**config.mk**
```make
export PLATFORM = sky130hd
export DESIGN_NAME = pipeline_hazard_ctrl
export DESIGN_NICKNAME = d
export VERILOG_FILES = /design/src/rtl/pipeline_hazard_ctrl.sv
export SDC_FILE = /design/constraint.sdc
export NUM_CORES = 1
export LEC_CHECK = 0
export CAP_MARGIN = 25
export CORE_UTILIZATION = 23
export CTS_CLUSTER_SIZE = 10
export DETAILED_ROUTE_END_ITERATION = 10
export GPL_ROUTABILITY_DRIVEN = 0
export PLACE_DENSITY = 0.9
export SLEW_MARGIN = 25
export SYNTH_ARGS = -nofsm -noshare
export SYNTH_HDL_FRONTEND = slang
export SYNTH_SLANG_ARGS = --single-unit
```
**constraint.sdc**
```tcl
create_clock -name clock -period 1.7 [get_ports clock]
set_clock_uncertainty 0.2 [all_clocks]
set_input_delay 0.17 -clock clock [delete_from_list [all_inputs] [get_ports clock]]
set_output_delay 0.17 -clock clock [all_outputs]
set_load 0.1 [all_outputs]
```
**src/rtl/pipeline_hazard_ctrl.sv**
```systemverilog
// Hazard/sequencing controller for a 3-stage RV32I pipeline: stalls, flushes, MW->DE forwarding,
// and a data-memory wait FSM with timeout. Optional perf counters under HAZARD_PERF_CNT_EN.
module pipeline_hazard_ctrl #(
    parameter int MAX_WAIT = 16,
    parameter int PERF_W   = 32
) (
    input  logic              clock,
    input  logic              reset,
    input  logic [31:0]       instr_de,
    input  logic [31:0]       instr_mw,
    input  logic              reg_wr_mw,
    input  logic              mem_rd_mw,
    input  logic              mem_wr_mw,
    input  logic              br_taken_de,
    input  logic              dmem_ready,
    output logic              stall_fd,
    output logic              flush_fd,
    output logic              stall_em,
    output logic              flush_em,
    output logic              fwd_rs1,
    output logic              fwd_rs2,
    output logic              reg_wr_ok,
    output logic              halted,
    output logic [PERF_W-1:0] stall_cnt,
    output logic [PERF_W-1:0] flush_cnt
);
    localparam int CW = $clog2(MAX_WAIT + 1);

    localparam logic [1:0] ST_RUN      = 2'd0;
    localparam logic [1:0] ST_MEM_WAIT = 2'd1;
    localparam logic [1:0] ST_ERR      = 2'd2;

    localparam logic [6:0] OP_LUI    = 7'b0110111;
    localparam logic [6:0] OP_AUIPC  = 7'b0010111;
    localparam logic [6:0] OP_JAL    = 7'b1101111;
    localparam logic [6:0] OP_REG    = 7'b0110011;
    localparam logic [6:0] OP_STORE  = 7'b0100011;
    localparam logic [6:0] OP_BRANCH = 7'b1100011;

    localparam logic [CW-1:0] WAIT_LAST = CW'(MAX_WAIT - 1);
    localparam logic [CW-1:0] WAIT_ONE  = CW'(1);

    logic [1:0]    fsm_q, fsm_d;
    logic [CW-1:0] wait_cnt_q, wait_cnt_d;

    logic [6:0] opcode_de;
    logic [4:0] rs1_de, rs2_de, rd_mw;
    logic       rs1_used, rs2_used, mw_writes_reg;
    logic       mem_stall, active;
    logic       unused_instr_bits;

    assign opcode_de = instr_de[6:0];
    assign rs1_de    = instr_de[19:15];
    assign rs2_de    = instr_de[24:20];
    assign rd_mw     = instr_mw[11:7];
    assign unused_instr_bits = ^{instr_de[31:25], instr_de[14:7], instr_mw[31:12], instr_mw[6:0]};

    assign rs1_used = (opcode_de != OP_LUI) && (opcode_de != OP_AUIPC) && (opcode_de != OP_JAL);
    assign rs2_used = (opcode_de == OP_REG) || (opcode_de == OP_STORE) || (opcode_de == OP_BRANCH);

    // Forwarding ignores FSM state; x0 is never a real producer.
    assign mw_writes_reg = reg_wr_mw && (rd_mw != 5'd0);
    assign fwd_rs1 = mw_writes_reg && rs1_used && (rd_mw == rs1_de);
    assign fwd_rs2 = mw_writes_reg && rs2_used && (rd_mw == rs2_de);

    assign active    = (fsm_q == ST_RUN) || (fsm_q == ST_MEM_WAIT);
    assign mem_stall = active && (mem_rd_mw || mem_wr_mw) && !dmem_ready;

    // ERR holds fetch and drains NOPs into MW so nothing further commits.
    assign stall_fd  = active ? mem_stall : 1'b1;
    assign stall_em  = mem_stall;
    assign flush_fd  = active && br_taken_de && !mem_stall;
    assign flush_em  = !active;
    assign reg_wr_ok = active && reg_wr_mw && !mem_stall;
    assign halted    = !active;

    always_comb begin
        fsm_d      = fsm_q;
        wait_cnt_d = wait_cnt_q;
        case (fsm_q)
            ST_RUN: begin
                if (mem_stall) begin
                    fsm_d      = ST_MEM_WAIT;
                    wait_cnt_d = WAIT_ONE;
                end
            end
            ST_MEM_WAIT: begin
                // Ready wins over the timeout in the last allowed stalled cycle.
                if (dmem_ready) begin
                    fsm_d      = ST_RUN;
                    wait_cnt_d = '0;
                end else if (wait_cnt_q == WAIT_LAST) begin
                    fsm_d = ST_ERR;
                end else begin
                    wait_cnt_d = wait_cnt_q + WAIT_ONE;
                end
            end
            default: fsm_d = ST_ERR;
        endcase
    end

    // NOTE: state registers use non-blocking assignments so every flop samples pre-edge values.
    always_ff @(posedge clock or posedge reset) begin
        if (reset) begin
            fsm_q      <= ST_RUN;
            wait_cnt_q <= '0;
        end else begin
            fsm_q      <= fsm_d;
            wait_cnt_q <= wait_cnt_d;
        end
    end

`ifdef HAZARD_PERF_CNT_EN
    logic [PERF_W-1:0] stall_cnt_q, flush_cnt_q;

    always_ff @(posedge clock or posedge reset) begin
        if (reset) begin
            stall_cnt_q <= '0;
            flush_cnt_q <= '0;
        end else begin
            if (mem_stall && !(&stall_cnt_q)) stall_cnt_q <= stall_cnt_q + 1'b1;
            if (flush_fd && !(&flush_cnt_q))  flush_cnt_q <= flush_cnt_q + 1'b1;
        end
    end

    assign stall_cnt = stall_cnt_q;
    assign flush_cnt = flush_cnt_q;
`else
    assign stall_cnt = '0;
    assign flush_cnt = '0;
`endif

endmodule
```
---- Word level (Yosys, flattened, before mapping) ----
Cells that the tools add are included.
word-level totals
  register bits after elaboration ......... 7
  input port bits ......................... 71
  word-level logic and storage cells ...... 50
  output and inout bits ................... 72
cells by class
  muxes and demuxes ....................... 9
  equality and inequality tests ........... 13
  add/subtract/negate cells ............... 1
  reductions and logical operators ........ 25
operators by type and width
  cell                 count
  $mux 5               3
  $eq 7x6->1 const B   2
  $logic_and 1x1->1    13
  $eq 5x5->1           2
  $pmux 5 s2           1
  $eq 7x7->1 const B   1
  $ne 7x5->1 const B   1
  $ne 7x6->1 const B   1
  $ne 7x7->1 const B   1
  $mux 2               3
  $add 5x1->5 const B  1
  $eq 5x4->1 const B   1
  $reduce_bool 5->1    1
  $logic_or 1x1->1     4
  $pmux 2 s2           1
  $logic_not 1->1      3
  $ne 3x2->1 const B   1
  $ne 3x3->1 const B   1
  $reduce_and 3->1     1
  $eq 2x1->1 const B   1
  $logic_not 2->1      1
  $ne 2x2->1 const B   1
  $reduce_and 2->1     1
  $reduce_bool 2->1    1
  $mux 1               1

---- Logic depth before layout (Yosys ltp) ----
Gate-level depths: netlist (run 1).
  depth in word-level cells ............... 6
  depth in mapped cells ................... 6
  mapped depth without buffers ............ 6

---- Worst setup path after synthesis (run 1) ----
OpenSTA, ideal clock, no wires.
  path kind ............................... input to output
  start ................................... in instr_mw[8]
  end ..................................... out fwd_rs1
  path buffers ............................ 0
  setup slack ............................. -1.302 ns
  data arrival time ....................... 2.632 ns
  stages on the path ...................... 4
  required time ........................... 1.330 ns
  cell sequence ........................... xor2_1 nor3_1 nand3_1 nor3_1
between the ends
  cells in the longest elaborated chain, start to end .. 4
  elaborated cells between the ends (all ways) .. 5
  classes of those cells .................. 1 x eq/ne; 4 x reduce/logical
RTL lines
  item                 line  text
  start: declaration   10    input logic [31:0] instr_mw,
  $reduce_bool 5->1    62    assign mw_writes_reg = reg_wr_mw && (rd_mw != 5'd0);
  $logic_and 1x1->1    62
  $logic_and 1x1->1    63    assign fwd_rs1 = mw_writes_reg && rs1_used && (rd_mw == rs1_de);
  $logic_and 1x1->1 *  63
  end: declaration     20    output logic fwd_rs1,
Mark *: on every way between the ends. The rest lies on a longest branch, timed or not.

---- Worst setup path after layout (run 1) ----
  start ................................... reg wait_cnt_q[1]
  end ..................................... reg wait_cnt_q[3]
between the ends
  cells in the longest elaborated chain, start to end .. 4
  elaborated cells between the ends (all ways) .. 7
  classes of those cells .................. 1 x add/sub; 2 x eq/ne; 3 x mux; 1 x reduce/logical
RTL lines
  item                      line  text
  start: declaration        44    logic [CW-1:0] wait_cnt_q, wait_cnt_d;
  start signal: assignment  109   wait_cnt_q <= wait_cnt_d;
  $add 5x1->5               95    wait_cnt_d = wait_cnt_q + WAIT_ONE;
  $mux 5                    92    end else if (wait_cnt_q == WAIT_LAST) begin
  $mux 5                    89    if (dmem_ready) begin
  $pmux 5 s2                80    case (fsm_q)
Parallel ways exist; a longest one is shown, timed or not. The select of a mux whose other input is x is not followed.
A chain may end at the register's enable or synchronous reset.

==> results of run 1 <==
-- cell families (layout without fill, tap and decap cells) --
logic type      Yosys count  in the layout  share of synthesized area
xor+xnor                 12             12                     0.0981
simple gates             23             23                      0.131
buf+inv                  72             59                      0.486
other cells               1             64                    0.00350
fa+ha+maj                 2              2                     0.0234
compound gates           13             13                     0.0946
flops                     7              7                      0.164
-- flip-flops by register name, indices dropped and copies added, names as in the netlist --
name        count
fsm_q           2
wait_cnt_q      5
-- cell usage in the layout, fill, tap and decap left out, types with 2 or more instances in the layout --
cell / netlist / layout
nor2_1: 5 / 2
clkbuf_8: 0 / 3
xnor2_1: 6 / 4
buf_12: 0 / 8
and2_4: 0 / 2
inv_1: 6 / 4
dfrtp_1: 7 / 7
or3_4: 1 / 2
buf_6: 0 / 5
clkdlybuf4s15_1: 0 / 2
clkbuf_2: 0 / 4
xnor2_2: 0 / 2
buf_2: 0 / 2
clkdlybuf4s50_1: 0 / 5
xor2_1: 6 / 4
buf_4: 65 / 10
xor2_2: 0 / 2
conb_1: 1 / 64
dlygate4sd2_1: 0 / 7
nor2_2: 0 / 2
dlymetal6s2s_1: 0 / 4
-- worst max-delay path: stages (launching register included) --
cell and delay [ns]:
dfrtp_1 0.38, ha_2 0.20, and3_4 0.15, ha_4 0.16
nor2b_4 0.12, o22a_1 0.22, a22o_1 0.22
-- Yosys cell counts --
cell type / instances / area, µm²
buf_4: 65 / 488
dfrtp_1: 7 / 175
inv_1: 6 / 22.5
xnor2_1: 6 / 52.6
xor2_1: 6 / 52.6
nor2_1: 5 / 18.8
o21ai_0: 3 / 15.0
a2111oi_0: 2 / 17.5
and2_1: 2 / 12.5
ha_1: 2 / 25.0
nand2_1: 2 / 7.51
nand3_1: 2 / 10.0
nor2b_1: 2 / 12.5
nor3_1: 2 / 10.0
a21o_2: 1 / 8.76
a22o_1: 1 / 8.76
a22o_2: 1 / 10.0
a31oi_1: 1 / 6.26
and3_1: 1 / 6.26
conb_1: 1 / 3.75
dlygate4sd3_1: 1 / 10.0
nand2b_4: 1 / 13.8
nand4_1: 1 / 6.26
nor3b_1: 1 / 7.51
nor4b_1: 1 / 8.76
o221ai_1: 1 / 8.76
o22a_1: 1 / 8.76
o2bb2ai_1: 1 / 8.76
o32ai_1: 1 / 8.76
or3_2: 1 / 7.51
or3_4: 1 / 11.3
or4_1: 1 / 7.51
-- metal layers --
metal,part of all wire,GRT usage,vias up
met5,0,0,-
li1,-,-,396
met2,0.66,0.164,42
met1,0.29,0.0671,389
met4,0,0.0333,0
met3,0.052,0.0101,0
-- metrics by stage --
stage | power, mW | instance area (µm²)
floorplan | 1.07 | 1360
global placement | 1.11 | 1450
detailed placement | 1.12 | 1450
CTS | 1.37 | 1560
global route | 1.42 | 1600
finish | 1.38 | 1600
-- path summary, 6_finish.rpt --
path / depth (start not counted) / startpoint / to / slack, ns
max: 6 / wait_cnt_q[1] / wait_cnt_q[3] / -0.06
min: 3 / dmem_ready / wait_cnt_q[2] / 0.24
max reg2reg: 6 / wait_cnt_q[1] / wait_cnt_q[3] / -0.06
min reg2reg: 1 / wait_cnt_q[4] / wait_cnt_q[4] / 0.28
max in group asynchronous: 3 / reset / wait_cnt_q[0] / 0.57
min in group asynchronous: 3 / reset / wait_cnt_q[4] / 0.53
-- cell type report --
type / instances / area, µm²
Clock buffer: 4 / 45.0
Fill cell: 452 / 2810
Inverter: 6 / 26.3
Multi-Input combinational cell: 114 / 764
Sequential cell: 7 / 175
Tap cell: 52 / 65.1
Timing Repair Buffer: 49 / 528
-- timing repair --
item	in CTS	in global routing
resized for setup	56	30
endpoints found under the setup margin	9	9
buffers inserted	1	1
pin swaps	15	13
hold buffers	1	0
endpoints found under the hold margin	7	0
-- report_power, final --
group | total [mW] | internal (mW) | switching [mW]
Combinational | 0.950 | 0.173 | 0.777
Clock | 0.224 | 0.161 | 0.0625
Sequential | 0.203 | 0.186 | 0.0166
Total | 1.38 | 0.521 | 0.856
==> run summary, run 1 <==
Prior to clock tree synthesis, the placed netlist has a worst setup slack of -0.390 ns. Hold timing on the final database bottoms out at a slack of 0.242 ns. Entering global routing, the biggest net connects 8 pins. The critical path is of the reg -> reg type.

The count of inserted antenna diode cells was 0. The number of vias per cell came out at 3.56. The worst setup path is launched from a register. The initial antenna violation count is 0. The checks that failed: setup timing.

The first-pass GRT wire length came out at 3060 µm. The final critical delay including setup and external delays is 1.76 ns, and the endpoint required time on the critical path is 1.61 ns. Of all nets on the critical path, the largest fanout is 3. Initial DRC count: 12. Summing every instance area after synthesis gives 0.00107 mm².

The starting density of the core was 0.243; the quantity of I/O buffers inserted on ports was 36. The number of standard-cell rows in the floorplan is 24, and the routed length per instance is 9.28 µm. The run finished, with violations left.

The number of H-tree branching levels was 1. STA classifies the critical path endpoint as a register. Synthesis produced 130 cells. The final cell utilization of the core came out at 0.363. In this run the power density over the cells is 858 mW/mm².

The final count of hold timing violations was 0. The die boundary width is 70.2 µm, and the clock-pin slew reported for the worst setup and hold paths after clock tree synthesis is 0.04 ns. The analysis attributes to cell leakage a power of 0.801 nW. Total instance count after detailed placement: 226.

The number of slew-limit violations in the final report was 0; the detailed placer's ending HPWL was 1770 µm. The total iterations of the first detailed-routing run was 2; the slack of the critical path was -0.0591 ns. Across the VDD grid, the largest voltage drop is 0.000310 V. The tools report the total detailed-routing wirelength as 2150 µm. The count of state elements after synthesis was 7; the number of warnings issued by yosys was 0. The final route contains 827 vias. The clock sink total is 7. The number of max-capacitance violations reported is 0, and the area overhead of the layout relative to synthesis is 49.8%. The average footprint of a synthesized cell came out at 8.24 µm². In the routed design, unresolved DRC markers number 0. The ratio of cells with drive above 1 in the final layout works out to 0.356.

Setup repair after global routing could not meet its margin everywhere. In this run the vertical extent of the chip is 70.2 µm. Once layout is complete, the cells apart from fillers number 232. The via count of the first global-routing pass is 757.

The number of different library cells used by synthesis comes to 32. The count of endpoints failing setup in the final report is 4. TritonCTS built the clock tree. Counting along the longest clock path gives a buffer depth of 2. In the final design database the tool counted 254 nets. The tree is rooted in a clkbuf_8.

The number of nets with antenna violations after detailed routing was 0; the highest achievable clock rate was 568 MHz. Path class of the lowest-slack min-delay path: in -> reg. Final period utilization: 1.03. The logs give 143 for the number of placed I/O pins and 0.0764 for the overall routing resource usage. The post-synthesis sequential area ratio came out at 0.164. Clock latency on the worst-skew pair, taken at its later pin, is 0.22 ns. STA puts the critical path data arrival time at 1.66 ns.

The total negative setup slack is -0.172 ns. The tools report the total congestion overflow after global routing as 0. The floorplan step defined a core boundary enclosing 0.00441 mm².

The logs give 0.00493 mm² for the floorplan die area and 3 for the clock buffer count from CTS.
Note: power is estimated with default switching activity, not from simulation.
==> run 2: changes to the inputs <==
--- a/config.mk
+++ b/config.mk
@@ -7,6 +7,7 @@
 export LEC_CHECK = 0
 export CAP_MARGIN = 25
 export CORE_UTILIZATION = 23
+export CTS_BUF_LIST = sky130_fd_sc_hd__clkbuf_4 sky130_fd_sc_hd__clkbuf_8 sky130_fd_sc_hd__clkbuf_16
 export CTS_CLUSTER_SIZE = 10
 export DETAILED_ROUTE_END_ITERATION = 10
 export GPL_ROUTABILITY_DRIVEN = 0
==> run 2 against run 1 <==
The flow still finishes with violations (setup timing); critical path type unchanged; highest routed layer unchanged; sequential share of layout area is essentially flat; routed wire length is essentially flat; count of clock-buffer cells in the layout stayed put; largest cell class unchanged.
==> run summary, run 2 (synthesis gave the netlist of run 1 again) <==
The run finished, with violations left. The final reports fail on setup timing. The die is 70.2 µm tall. The clock buffer count from CTS was 3. The worst hold path passes through 3 cells.

Summing internal, switching and leakage power gives 1.39 mW. The initial DRC count was 12. For the detailed placer's ending HPWL, the log shows 1770 µm. The met1 layer usage reported by global route is 0.0671, and the initial antenna violation count is 0. The run gives 0 as the final count of hold timing violations.

The register with the most flip-flops in the layout has 5 of them. After clock tree synthesis, the clock-pin slew on the worst setup and hold paths is 0.04 ns. The run gives 143 as the number of placed I/O pins. Based on the critical path, the design can be clocked at up to 568 MHz. The peak supply drop came out at 0.000310 V.

The setup check on the worst reg-to-reg path leaves a slack of -0.06 ns. In this run the static leakage power is 0.804 nW. TritonCTS built the clock tree. The tools report the starting density of the core as 0.243. For the met3 track demand over resource in global routing, the log shows 0.0101. The total power divided by cell area came out at 866 mW/mm². Setup violations remaining at the end of the flow were counted as 4. The floorplan has 24 rows. After global routing the overflow that remains totals 0.

The peak-usage layer in the global routing report was met2. The count of buffers added on input and output ports is 36. Number of fill cells: 450. Setup repair after global routing could not meet its margin everywhere. The critical path is of the reg -> reg type.

The critical path arrival came out at 1.66 ns. At the later pin of the worst-skew pair, clock insertion delay measures 0.22 ns. After layout, the minimum clock period comes to 1.76 ns.

The worst setup path is launched from a register. The die is 70.2 µm wide. The tools report the number of H-tree branching levels as 1. The maximum number of pins on one net before global-route repair is 8, and the first-pass GRT wire length is 3060 µm. Max-cap violations in this run came to 0. Path class of the lowest-slack min-delay path: in -> reg.

The ratio of cells with drive above 1 in the final layout works out to 0.361. The logs give 0.164 for the met2 track utilization from global routing and 0 for the count of inserted antenna diode cells. In the final layout, the registers with the most flip-flops are wait_cnt_q: 5 flops, fsm_q: 2 flops. The final period utilization works out to 1.03. Number of vias per cell: 3.56.

The tools report the total iterations of the first detailed-routing run as 2. The routed length per instance was 9.28 µm; the cell depth of the worst flop-to-flop path was 6. The register with the most flip-flops in the final layout is wait_cnt_q.

The logs give 0.00441 mm² for the core footprint and -0.390 ns for the worst setup slack after placement. The tools report the overall routing resource usage as 0.0764. For the via count of the first global-routing pass, the log shows 757. Maximum net fanout on the critical path: 3.

The run gives 2 as the maximum clock insertion buffer count. Cell chosen for the clock root: clkbuf_8. After detailed routing, the number of remaining DRC violations is 0. The routed design has 2150 µm of wire. STA classifies the critical path endpoint as a register. In this run the remaining antenna-violating nets after routing total 0. Leaving out fill and tap cells, the most frequent cell in the layout is conb_1. Relative to the synthesized area, the layout overhead comes to 50.1%. The endpoint required time on the critical path was 1.61 ns; the via total after detailed routing was 827. The top cell types in the final layout, fill and taps aside, are conb_1, buf_4, buf_12, dfrtp_1, dlygate4sd2_1.

The tools report the number of slew-limit violations in the final report as 0. The floorplan step defined a die boundary enclosing 0.00493 mm². The run gives -0.0591 ns as the slack of the critical path.

The count of nets after finishing is 254, and the clock sink total is 7.
## run 2: what timing repair did
action	4_1_cts	5_1_grt
buffers inserted	1	1
setup endpoints to repair	9	9
resized for setup	56	30
pin swaps	15	13
endpoints found under the hold margin	7	0
hold buffers	1	0
## run 2: per-layer routing
metal | routed length, µm | part of all wire | vias up
li1 | - | - | 396
met1 | 628 | 0.29 | 389
met2 | 1410 | 0.66 | 42
met3 | 112 | 0.052 | 0
met4 | 0 | 0 | 0
met5 | 0 | 0 | -
## run 2: area by class of cell
| cell class | instances | area (µm²) | share of cell area |
|---|---|---|---|
| tap | 52 | 65.1 | 0.0405 |
| multi-input combinational | 114 | 764 | 0.475 |
| inverter | 6 | 26.3 | 0.0163 |
| sequential | 7 | 175 | 0.109 |
| clock buffer | 4 | 48.8 | 0.0304 |
| timing repair buffer | 49 | 528 | 0.328 |
## run 2: per-stage QoR
stage / instances / TNS (ns) / cell area, µm² / hold slack, ns / utilization
5_1_grt: 232 / -0.432 / 1610 / 0.266 / 0.364
6_report: 232 / -0.172 / 1610 / 0.242 / 0.364
3_5_place_dp: 226 / -1.18 / 1450 / 0.214 / 0.329
3_3_place_gp: 226 / -0.960 / 1450 / 0.208 / 0.329
4_1_cts: 231 / -0.224 / 1560 / 0.245 / 0.354
2_1_floorplan: 193 / -0.101 / 1360 / -0.227 / -
## run 2: power by group
group / internal (mW) / switching, mW
Sequential: 0.186 / 0.0166
Clock: 0.177 / 0.0627
Combinational: 0.173 / 0.777
## run 2: worst paths after layout
check / end / start
max: wait_cnt_q[3] / wait_cnt_q[1]
min: wait_cnt_q[2] / dmem_ready
max reg2reg: wait_cnt_q[3] / wait_cnt_q[1]
min reg2reg: wait_cnt_q[4] / wait_cnt_q[4]
max in group asynchronous: wait_cnt_q[0] / reset
min in group asynchronous: wait_cnt_q[4] / reset
## run 2: worst max-delay path, stage by stage (launching register included)
cell     delay, ns
dfrtp_1       0.38
ha_2          0.20
and3_4        0.15
ha_4          0.16
nor2b_4       0.12
o22a_1        0.22
a22o_1        0.22
